===== config.mk =====
export PLATFORM = sky130hd
export DESIGN_NAME = pcs_sync_fsm_flat
export DESIGN_NICKNAME = d
export VERILOG_FILES = /design/src/rtl/pcs_sync_fsm_if.sv /design/src/rtl/pcs_sync_fsm.sv /design/src/flat_wrapper.sv
export SDC_FILE = /design/constraint.sdc
export NUM_CORES = 1
export LEC_CHECK = 0
export BUFFER_PORTS_ARGS = -buffer_cell sky130_fd_sc_hd__buf_4
export CORE_UTILIZATION = 48
export DETAILED_ROUTE_END_ITERATION = 8
export PLACE_DENSITY = 0.76
export SYNTH_ARGS = -nofsm -noshare
export SYNTH_HDL_FRONTEND = slang
export SYNTH_SLANG_ARGS = --single-unit

===== constraint.sdc =====
create_clock -name clk -period 2.4 [get_ports clk]
set_clock_uncertainty 0.1 [all_clocks]
set_input_delay 0.36 -clock clk [delete_from_list [all_inputs] [get_ports clk]]
set_output_delay 0.36 -clock clk [all_outputs]
set_load 0.01 [all_outputs]

===== src/rtl/pcs_sync_fsm_if.sv =====
// Code-group stream into the sync FSM and its registered pass-through copy.
// master = decoder side, slave = sync FSM side.
interface pcs_sync_fsm_if;
  logic       cg_valid;
  logic [9:0] cg_in;
  logic [7:0] data_in;
  logic       is_control_in;
  logic       decode_error;
  logic       disparity_error;
  logic       out_valid;
  logic [7:0] data_out;
  logic       is_control_out;

  modport master (
    output cg_valid, cg_in, data_in, is_control_in, decode_error, disparity_error,
    input  out_valid, data_out, is_control_out
  );

  modport slave (
    input  cg_valid, cg_in, data_in, is_control_in, decode_error, disparity_error,
    output out_valid, data_out, is_control_out
  );
endinterface


===== src/rtl/pcs_sync_fsm.sv =====
// 1000BASE-X PCS receive synchronization FSM with registered data pass-through.
// All outputs registered, 1-cycle latency; no backpressure, cg_valid = 0 simply freezes the FSM.
module pcs_sync_fsm #(
  parameter bit SIGNAL_DETECT_EN = 1'b1
) (
  input  logic                 clk,
  input  logic                 rst_n,
  pcs_sync_fsm_if.slave        io,
  input  logic                 signal_detect,
  output logic                 sync_status,
  output logic                 rx_even,
  output logic [3:0]           sync_state,
  output logic                 lost_sync
);

  typedef enum logic [3:0] {
    LOSS_OF_SYNC = 4'd0,
    CD1          = 4'd1,
    AS1          = 4'd2,
    CD2          = 4'd3,
    AS2          = 4'd4,
    CD3          = 4'd5,
    SA1          = 4'd6,
    SA2          = 4'd7,
    SA2A         = 4'd8,
    SA3          = 4'd9,
    SA3A         = 4'd10,
    SA4          = 4'd11,
    SA4A         = 4'd12
  } state_e;

  state_e     state_q, state_d;
  logic       rx_even_q, rx_even_d;
  logic [1:0] good_cnt_q, good_cnt_d;
  logic       sync_status_q, sync_status_d;
  logic       lost_sync_q, lost_sync_d;
  logic       out_valid_q, out_valid_d;
  logic [7:0] data_out_q, data_out_d;
  logic       is_control_out_q, is_control_out_d;

  logic comma, invalid, cgbad, isdata;
  logic unused_cg_low;

  // Comma detection only needs the 7-bit comma window.
  assign unused_cg_low = ^io.cg_in[2:0];

  always_comb begin
    comma   = (io.cg_in[9:3] == 7'b0011111) || (io.cg_in[9:3] == 7'b1100000);
    invalid = io.decode_error | io.disparity_error;
    cgbad   = invalid | (comma & rx_even_q);
    isdata  = ~invalid & ~io.is_control_in;

    state_d    = state_q;
    rx_even_d  = rx_even_q;
    good_cnt_d = good_cnt_q;

    if (SIGNAL_DETECT_EN && !signal_detect) begin
      state_d = LOSS_OF_SYNC;
      if (io.cg_valid) rx_even_d = ~rx_even_q;
    end else if (io.cg_valid) begin
      rx_even_d = ~rx_even_q;
      case (state_q)
        LOSS_OF_SYNC: if (comma) begin state_d = CD1; rx_even_d = 1'b1; end
        CD1: state_d = isdata ? AS1 : LOSS_OF_SYNC;
        CD2: state_d = isdata ? AS2 : LOSS_OF_SYNC;
        CD3: state_d = isdata ? SA1 : LOSS_OF_SYNC;
        AS1: begin
          if (cgbad) state_d = LOSS_OF_SYNC;
          else if (comma && !rx_even_q) begin state_d = CD2; rx_even_d = 1'b1; end
        end
        AS2: begin
          if (cgbad) state_d = LOSS_OF_SYNC;
          else if (comma && !rx_even_q) begin state_d = CD3; rx_even_d = 1'b1; end
        end
        SA1: if (cgbad) begin state_d = SA2; good_cnt_d = 2'd0; end
        SA2: begin
          if (cgbad) begin state_d = SA3; good_cnt_d = 2'd0; end
          else       begin state_d = SA2A; good_cnt_d = 2'd1; end
        end
        SA3: begin
          if (cgbad) begin state_d = SA4; good_cnt_d = 2'd0; end
          else       begin state_d = SA3A; good_cnt_d = 2'd1; end
        end
        SA4: begin
          if (cgbad) state_d = LOSS_OF_SYNC;
          else       begin state_d = SA4A; good_cnt_d = 2'd1; end
        end
        // Fourth consecutive good code-group in an A state steps back one level.
        SA2A: begin
          if (cgbad)                    begin state_d = SA3; good_cnt_d = 2'd0; end
          else if (good_cnt_q == 2'd3)  state_d = SA1;
          else                          good_cnt_d = good_cnt_q + 2'd1;
        end
        SA3A: begin
          if (cgbad)                    begin state_d = SA4; good_cnt_d = 2'd0; end
          else if (good_cnt_q == 2'd3)  begin state_d = SA2; good_cnt_d = 2'd0; end
          else                          good_cnt_d = good_cnt_q + 2'd1;
        end
        SA4A: begin
          if (cgbad)                    state_d = LOSS_OF_SYNC;
          else if (good_cnt_q == 2'd3)  begin state_d = SA3; good_cnt_d = 2'd0; end
          else                          good_cnt_d = good_cnt_q + 2'd1;
        end
        default: state_d = LOSS_OF_SYNC;
      endcase
    end else if (state_q > SA4A) begin
      state_d = LOSS_OF_SYNC;
    end

    sync_status_d    = (state_d >= SA1) && (state_d <= SA4A);
    lost_sync_d      = sync_status_q & ~sync_status_d;
    out_valid_d      = io.cg_valid;
    data_out_d       = io.data_in;
    is_control_out_d = io.is_control_in;
  end

  always_ff @(posedge clk or negedge rst_n) begin
    if (!rst_n) begin
      state_q          <= LOSS_OF_SYNC;
      rx_even_q        <= 1'b0;
      good_cnt_q       <= 2'd0;
      sync_status_q    <= 1'b0;
      lost_sync_q      <= 1'b0;
      out_valid_q      <= 1'b0;
      data_out_q       <= 8'h00;
      is_control_out_q <= 1'b0;
    end else begin
      state_q          <= state_d;
      rx_even_q        <= rx_even_d;
      good_cnt_q       <= good_cnt_d;
      sync_status_q    <= sync_status_d;
      lost_sync_q      <= lost_sync_d;
      out_valid_q      <= out_valid_d;
      data_out_q       <= data_out_d;
      is_control_out_q <= is_control_out_d;
    end
  end

  assign sync_state        = state_q;
  assign sync_status       = sync_status_q;
  assign rx_even           = rx_even_q;
  assign lost_sync         = lost_sync_q;
  assign io.out_valid      = out_valid_q;
  assign io.data_out       = data_out_q;
  assign io.is_control_out = is_control_out_q;

endmodule


===== src/flat_wrapper.sv =====
// flat-port wrapper written by rule: the top's interface ports become plain ports
module pcs_sync_fsm_flat 
#(
  parameter bit SIGNAL_DETECT_EN = 1'b1
)
  (clk, rst_n, signal_detect, sync_status, rx_even, sync_state, lost_sync, io_cg_valid, io_cg_in, io_data_in, io_is_control_in, io_decode_error, io_disparity_error, io_out_valid, io_data_out, io_is_control_out);
  pcs_sync_fsm_if io_i ();
  input  logic clk;
  input  logic rst_n;
  input  logic signal_detect;
  output logic sync_status;
  output logic rx_even;
  output logic [3:0] sync_state;
  output logic lost_sync;
  input wire logic [$bits(io_i.cg_valid)-1:0] io_cg_valid;
  input wire logic [$bits(io_i.cg_in)-1:0] io_cg_in;
  input wire logic [$bits(io_i.data_in)-1:0] io_data_in;
  input wire logic [$bits(io_i.is_control_in)-1:0] io_is_control_in;
  input wire logic [$bits(io_i.decode_error)-1:0] io_decode_error;
  input wire logic [$bits(io_i.disparity_error)-1:0] io_disparity_error;
  output wire logic [$bits(io_i.out_valid)-1:0] io_out_valid;
  output wire logic [$bits(io_i.data_out)-1:0] io_data_out;
  output wire logic [$bits(io_i.is_control_out)-1:0] io_is_control_out;
  assign io_i.cg_valid = io_cg_valid;
  assign io_i.cg_in = io_cg_in;
  assign io_i.data_in = io_data_in;
  assign io_i.is_control_in = io_is_control_in;
  assign io_i.decode_error = io_decode_error;
  assign io_i.disparity_error = io_disparity_error;
  assign io_out_valid = io_i.out_valid;
  assign io_data_out = io_i.data_out;
  assign io_is_control_out = io_i.is_control_out;
  pcs_sync_fsm #(.SIGNAL_DETECT_EN(SIGNAL_DETECT_EN)) u_core (.clk(clk), .rst_n(rst_n), .io(io_i), .signal_detect(signal_detect), .sync_status(sync_status), .rx_even(rx_even), .sync_state(sync_state), .lost_sync(lost_sync));
endmodule

# Yosys cells after proc, flatten, opt, wreduce, memory -nomap -nowiden
# Cells that the tools add are included.
# word_totals
ff_bits	19
latchBits	0
mem_bits_rw	0
mem_bits_ro	0
wordCells	87
mem_count	0
# op_classes
addsub	1
multipliers	0
div_mod_pow	0
magnitude_cmp	3
eq_ne	19
shift	0
n_mux	38
n_bitwise	9
n_reduce_logical	9
# ops
cell	count
$mux W4	16
$pmux W4 S13	1
$eq A4 B4 Y1 const B	5
$eq A4 B3 Y1 const B	4
$mux W2	8
$pmux W2 S6	1
$mux W1	9
$eq A4 B2 Y1 const B	2
$eq A7 B5 Y1 const B	1
$eq A7 B7 Y1 const B	1
$reduce_and A7 Y1	1
$mux W3	2
$reduce_bool A6 Y1	1
$eq A4 B1 Y1 const B	1
$ge A4 B3 Y1 const B	1
$gt A4 B4 Y1 const B	1
$le A4 B4 Y1 const B	1
$logic_not A4 Y1	1
$ne A2 B2 Y1 const B	2
$not A1 Y1	4
$reduce_or A2 Y1	2
$and A1 B1 Y1	3
$ne A3 B2 Y1 const B	1
$add A2 B1 Y2 const B	1
7 further kinds	9

# Depth between registers and ports, before layout
# logic_depth
depth_word	12
depth_mapped	7

# Worst setup path before layout
# Ideal clock, no wire load.
# synth_path
kind	register to register
start	register u_core.good_cnt_q[0]
end	register u_core.good_cnt_q[0]
setup_time_ns	0.128
t_arrival_ns	1.759
required_ns	2.172
setup_slack_ns	0.413
stages_incl_launch_ff	7
path_buffers	0
synth_period_minus_slack_ns	1.987
path_cell_list	dfrtp_1 ha_1 or4bb_1 a21oi_1 mux2i_1 o2111ai_2 mux2_1
# synth_between
elab_chain_len	4
# synth_lines
element	line_no	text
start: declaration	pcs_sync_fsm.sv:34	logic [1:0] good_cnt_q, good_cnt_d;
start signal: assignment	pcs_sync_fsm.sv:130	good_cnt_q <= good_cnt_d;
$add A2 B1 Y2 / $eq A2 B2 Y1 (equally long branches)	--	
$mux W2, on equally long branches	pcs_sync_fsm.sv:96, pcs_sync_fsm.sv:101, pcs_sync_fsm.sv:91	
$mux W2, on equally long branches	pcs_sync_fsm.sv:100, pcs_sync_fsm.sv:90, pcs_sync_fsm.sv:95	
$pmux W2 S6	pcs_sync_fsm.sv:62	case (state_q)
# Several ways; a longest one is shown, not always the timed one. The select of a mux whose other input is x is not followed.
# A chain may end at the register's enable or synchronous reset.

# Worst setup path after layout
# layout_path
start	register u_core.rx_even_q (netlist: u_core.rx_even)
end	register u_core.good_cnt_q[1]
# layout_between
elab_chain_len	4
# layout_lines
element	line_no	text
start: declaration	pcs_sync_fsm.sv:33	logic rx_even_q, rx_even_d;
start signal: assignment	pcs_sync_fsm.sv:129	rx_even_q <= rx_even_d;
$and A1 B1 Y1 (*)	pcs_sync_fsm.sv:50	cgbad = invalid | (comma & rx_even_q);
$or A1 B1 Y1 (*)	pcs_sync_fsm.sv:50	
$ne A3 B2 Y1 (no line), or another cell as far along	--	
$reduce_and A7 Y1 (no line) / $pmux W2 S6 (equally long branches)	--	
# Mark *: on every way between the ends. The rest lies on a longest branch, timed or not.

==> impl_metrics.py <==
metrics = {
    "clocking": {
        "post_cts_buffers": 0,
        "clkSinkCount": 19,
        "cts.clk_slew.worst_paths_ns": 0.10,
        "clockBufferDepth": 2,
        "htreeDepth": 1,
        "cts_root_buffer": "clkbuf_4",
        "insertion_delay_ns": 0.29,
        "numCtsBuffers": 3,
        "cts_tree": "built",
    },
    "power": {
        "ir_drop_mv": 0.348,
        "p_sw_uw": 192,
        "power_frac_comb_pct": 24.1,
        "switching_share_pct": 28.2,
        "internal-power_uw": 490,
        "leakage_uw": 0.000661,
        "sequentialPowerShare_pct": 53.0,
        "power_density_nw_per_um2": 463,
        "clkPwrFrac_pct": 22.8,
    },
    "die": {
        "rows": 17,
        "initial_core_util_pct": 50.9,
        "die_y_um": 50.2,
        "core_area_sq_um": 2190,
        "die_w_um": 50.2,
        "dieArea_sq_um": 2520,
        "ios": 42,
    },
    "synth": {
        "synthSimpleGateAreaFrac_pct": 21.4,
        "syn-cell-area_sq_um": 1110,
        "syn_inst": 112,
        "ys_ff_latch": 19,
        "synth-xor-area-share_pct": 1.57,
        "synthFlopType": "dfrtp_1",
        "synth_top_area_share_pct": 42.6,
        "synth_top_cell_by_area": "dfrtp_1",
        "yosysUniqueCellTypes": 44,
        "synth_most_common_cell": "dfrtp_1",
        "synth-compound-area-share_pct": 23.6,
        "synth_adder_area_share_pct": 2.02,
        "synth_edf_count": 0,
        "yosys_warnings": 0,
        "synth_top_cells_by_count": "19 x dfrtp_1, 7 x inv_1, 7 x nand2_1, 7 x nor2_1",
        "ys_async_sr_fraction_pct": 100,
        "synthesis.nets": 138,
        "synthMuxAreaShare_pct": 3.82,
        "synth_top_family_by_area": "compound AO/OA/AOI/OAI gates",
        "yosys-top-cells-area": "dfrtp_1 43%, o22ai_1 2.8%, a21oi_1 2.7%, o21ai_0 2.7%, a221oi_4 2.4%",
        "synth-seq-area-share_pct": 42.6,
        "syn_avg_cell_area_sq_um": 9.95,
    },
    "timing": {
        "setup_violations": 0,
        "slew_violations": 0,
        "fmax_mhz": 476,
        "period_share_pct": 87.5,
        "tightest_slew_ns": 0.557,
        "relSlewSlack_pct": 62.5,
        "period_needed_ns": 2.10,
        "rsz0062_at_grt": "false",
        "finalHoldViolations": 0,
        "fin_setup_tns_ns": 0,
    },
    "route": {
        "drt-total-wl_mm": 2.54,
        "firstDrtPassIters": 5,
        "via_per_inst": 5.73,
        "ant_nets": 0,
        "drcViolationCount": 0,
        "drt_iter0_drc": 32,
        "via_count": 1037,
        "wire_per_inst_um": 14.0,
    },
    "min_path": {
        "holdPathStages": 1,
        "min_to": "u_core.io.data_out[7]",
        "min_path_type": "input port to flop",
        "min-delay-start": "io_data_in[7]",
    },
    "placement": {
        "placed_area_sq_um": 1440,
        "dp.cells": 176,
        "gp_congestion": 0.861,
        "port_buffers": 38,
        "place_hpwl_mm": 1.94,
    },
    "setup_path": {
        "cp_max_fo": 10,
        "startpoint_type": "flop",
        "critical_path_class": "flop to flop",
        "critical_path_arrival_ns": 2.18,
        "timing.rr.end": "u_core.good_cnt_q[1]",
        "reg2reg_depth": 5,
        "r2r-start": "u_core.rx_even",
        "rrSetupSlack_ns": 0.30,
        "crit_path_end_kind": "flop",
        "cp.required_ns": 2.48,
    },
    "final_layout": {
        "n_antenna_cell": 0,
        "syn2layout_area_growth_pct": 32.1,
        "layout.cells.non_filler": 181,
        "seq_area_sq_um": 475,
        "layout-drive-gt1-share_pct": 34.0,
        "nets": 180,
        "fin_area_sq_um": 1470,
        "nFillCells": 181,
        "multi_input_area_sq_um": 584,
    },
    "grt": {
        "grt_max_degree": 20,
        "grt_pass1_wl_mm": 4.15,
        "antenna_found_initial": 0,
        "first_global_vias": 1001,
        "grt_overflow": 0,
        "globalRouteTotalUtil_pct": 21.9,
    },
    "run_status": {
        "outcome": "completed",
    },
    "job": {
        "maxCapViolCount": 0,
    },
}
[worst max path at each step]
stage,startpoint,to,slack (ns),cells after the start
2_1_floorplan,u_core.good_cnt_q[0],u_core.good_cnt_q[0],0.41,6
3_3_place_gp,io_disparity_error,u_core.good_cnt_q[1],0.19,6
3_5_place_dp,io_cg_in[5],u_core.good_cnt_q[1],0.18,6
4_1_cts,u_core.rx_even,u_core.good_cnt_q[1],0.30,5
5_1_grt,u_core.rx_even,u_core.good_cnt_q[1],0.18,5
6_report,u_core.rx_even,u_core.good_cnt_q[1],0.30,5
[worst max-delay path, stage by stage (launching register included)]
cell and delay, ns:
dfrtp_1 0.45, and4_1 0.20, a221oi_4 0.46, mux2i_1 0.27
o2111ai_2 0.18, mux2_1 0.33
[power by group through the flow]
stage	logic, uW	registers, uW	clock network, uW
2_1_floorplan	79.9	366	0
3_3_place_gp	159	367	0
3_5_place_dp	163	367	0
4_1_cts	165	361	162
5_1_grt	179	366	174
6_report	164	362	156
[layout by cell type, fill, tap and decap left out, types with 4 or more instances in the layout]
| master | synthesis | final |
|---|---|---|
| dfrtp_1 | 19 | 19 |
| o22ai_1 | 5 | 5 |
| o21ai_0 | 6 | 6 |
| a21oi_1 | 6 | 6 |
| buf_4 | 0 | 42 |
| nor2_1 | 7 | 7 |
| inv_1 | 7 | 7 |
| nand2_1 | 7 | 7 |
| nor3_1 | 4 | 4 |
[logic make-up (layout without fill, tap and decap cells)]
kind of cell	after synthesis	in the layout
compound gates	35	35
xor+xnor	2	2
fa+ha+maj	2	2
buf+inv	13	54
flops	19	19
mux	4	4
simple gates	37	37
[layout make-up]
cell class	instances	area share (%)
clock buffer	4	1.78
inverter	7	1.78
multi-input combinational	80	39.7
sequential	19	32.3
tap	28	2.38
timing repair buffer	43	22.1
[registers in the layout, indices dropped and copies added (netlist names)]
name                      cells
u_core.good_cnt_q             2
u_core.io.data_out            8
u_core.io.is_control_out      1
u_core.io.out_valid           1
u_core.lost_sync              1
u_core.rx_even                1
u_core.sync_state             4
u_core.sync_status            1
[through the flow]
stage	util [%]	total power (uW)	hold WS (ns)	worst slack (ns)
after floorplan	-	446	-0.0356	0.413
after global placement	65.6	526	0.143	0.195
after detailed placement	65.6	530	0.149	0.181
after CTS	67.2	688	0.0593	0.298
after global routing	67.2	718	0.0498	0.180
final	67.2	682	0.0684	0.299
[per-layer routing]
layer	routed length [um]	track usage, %
met5	0	0
met3	208	3.94
met4	16	8.57
met2	1350	39.8
met1	962	25.1
[repair_timing]
item                      4_1_cts  5_1_grt
resized for setup               0        0
hold endpoints to repair       19        0
hold buffers                    1        0
No activity file was read; power rests on OpenSTA's default activity.
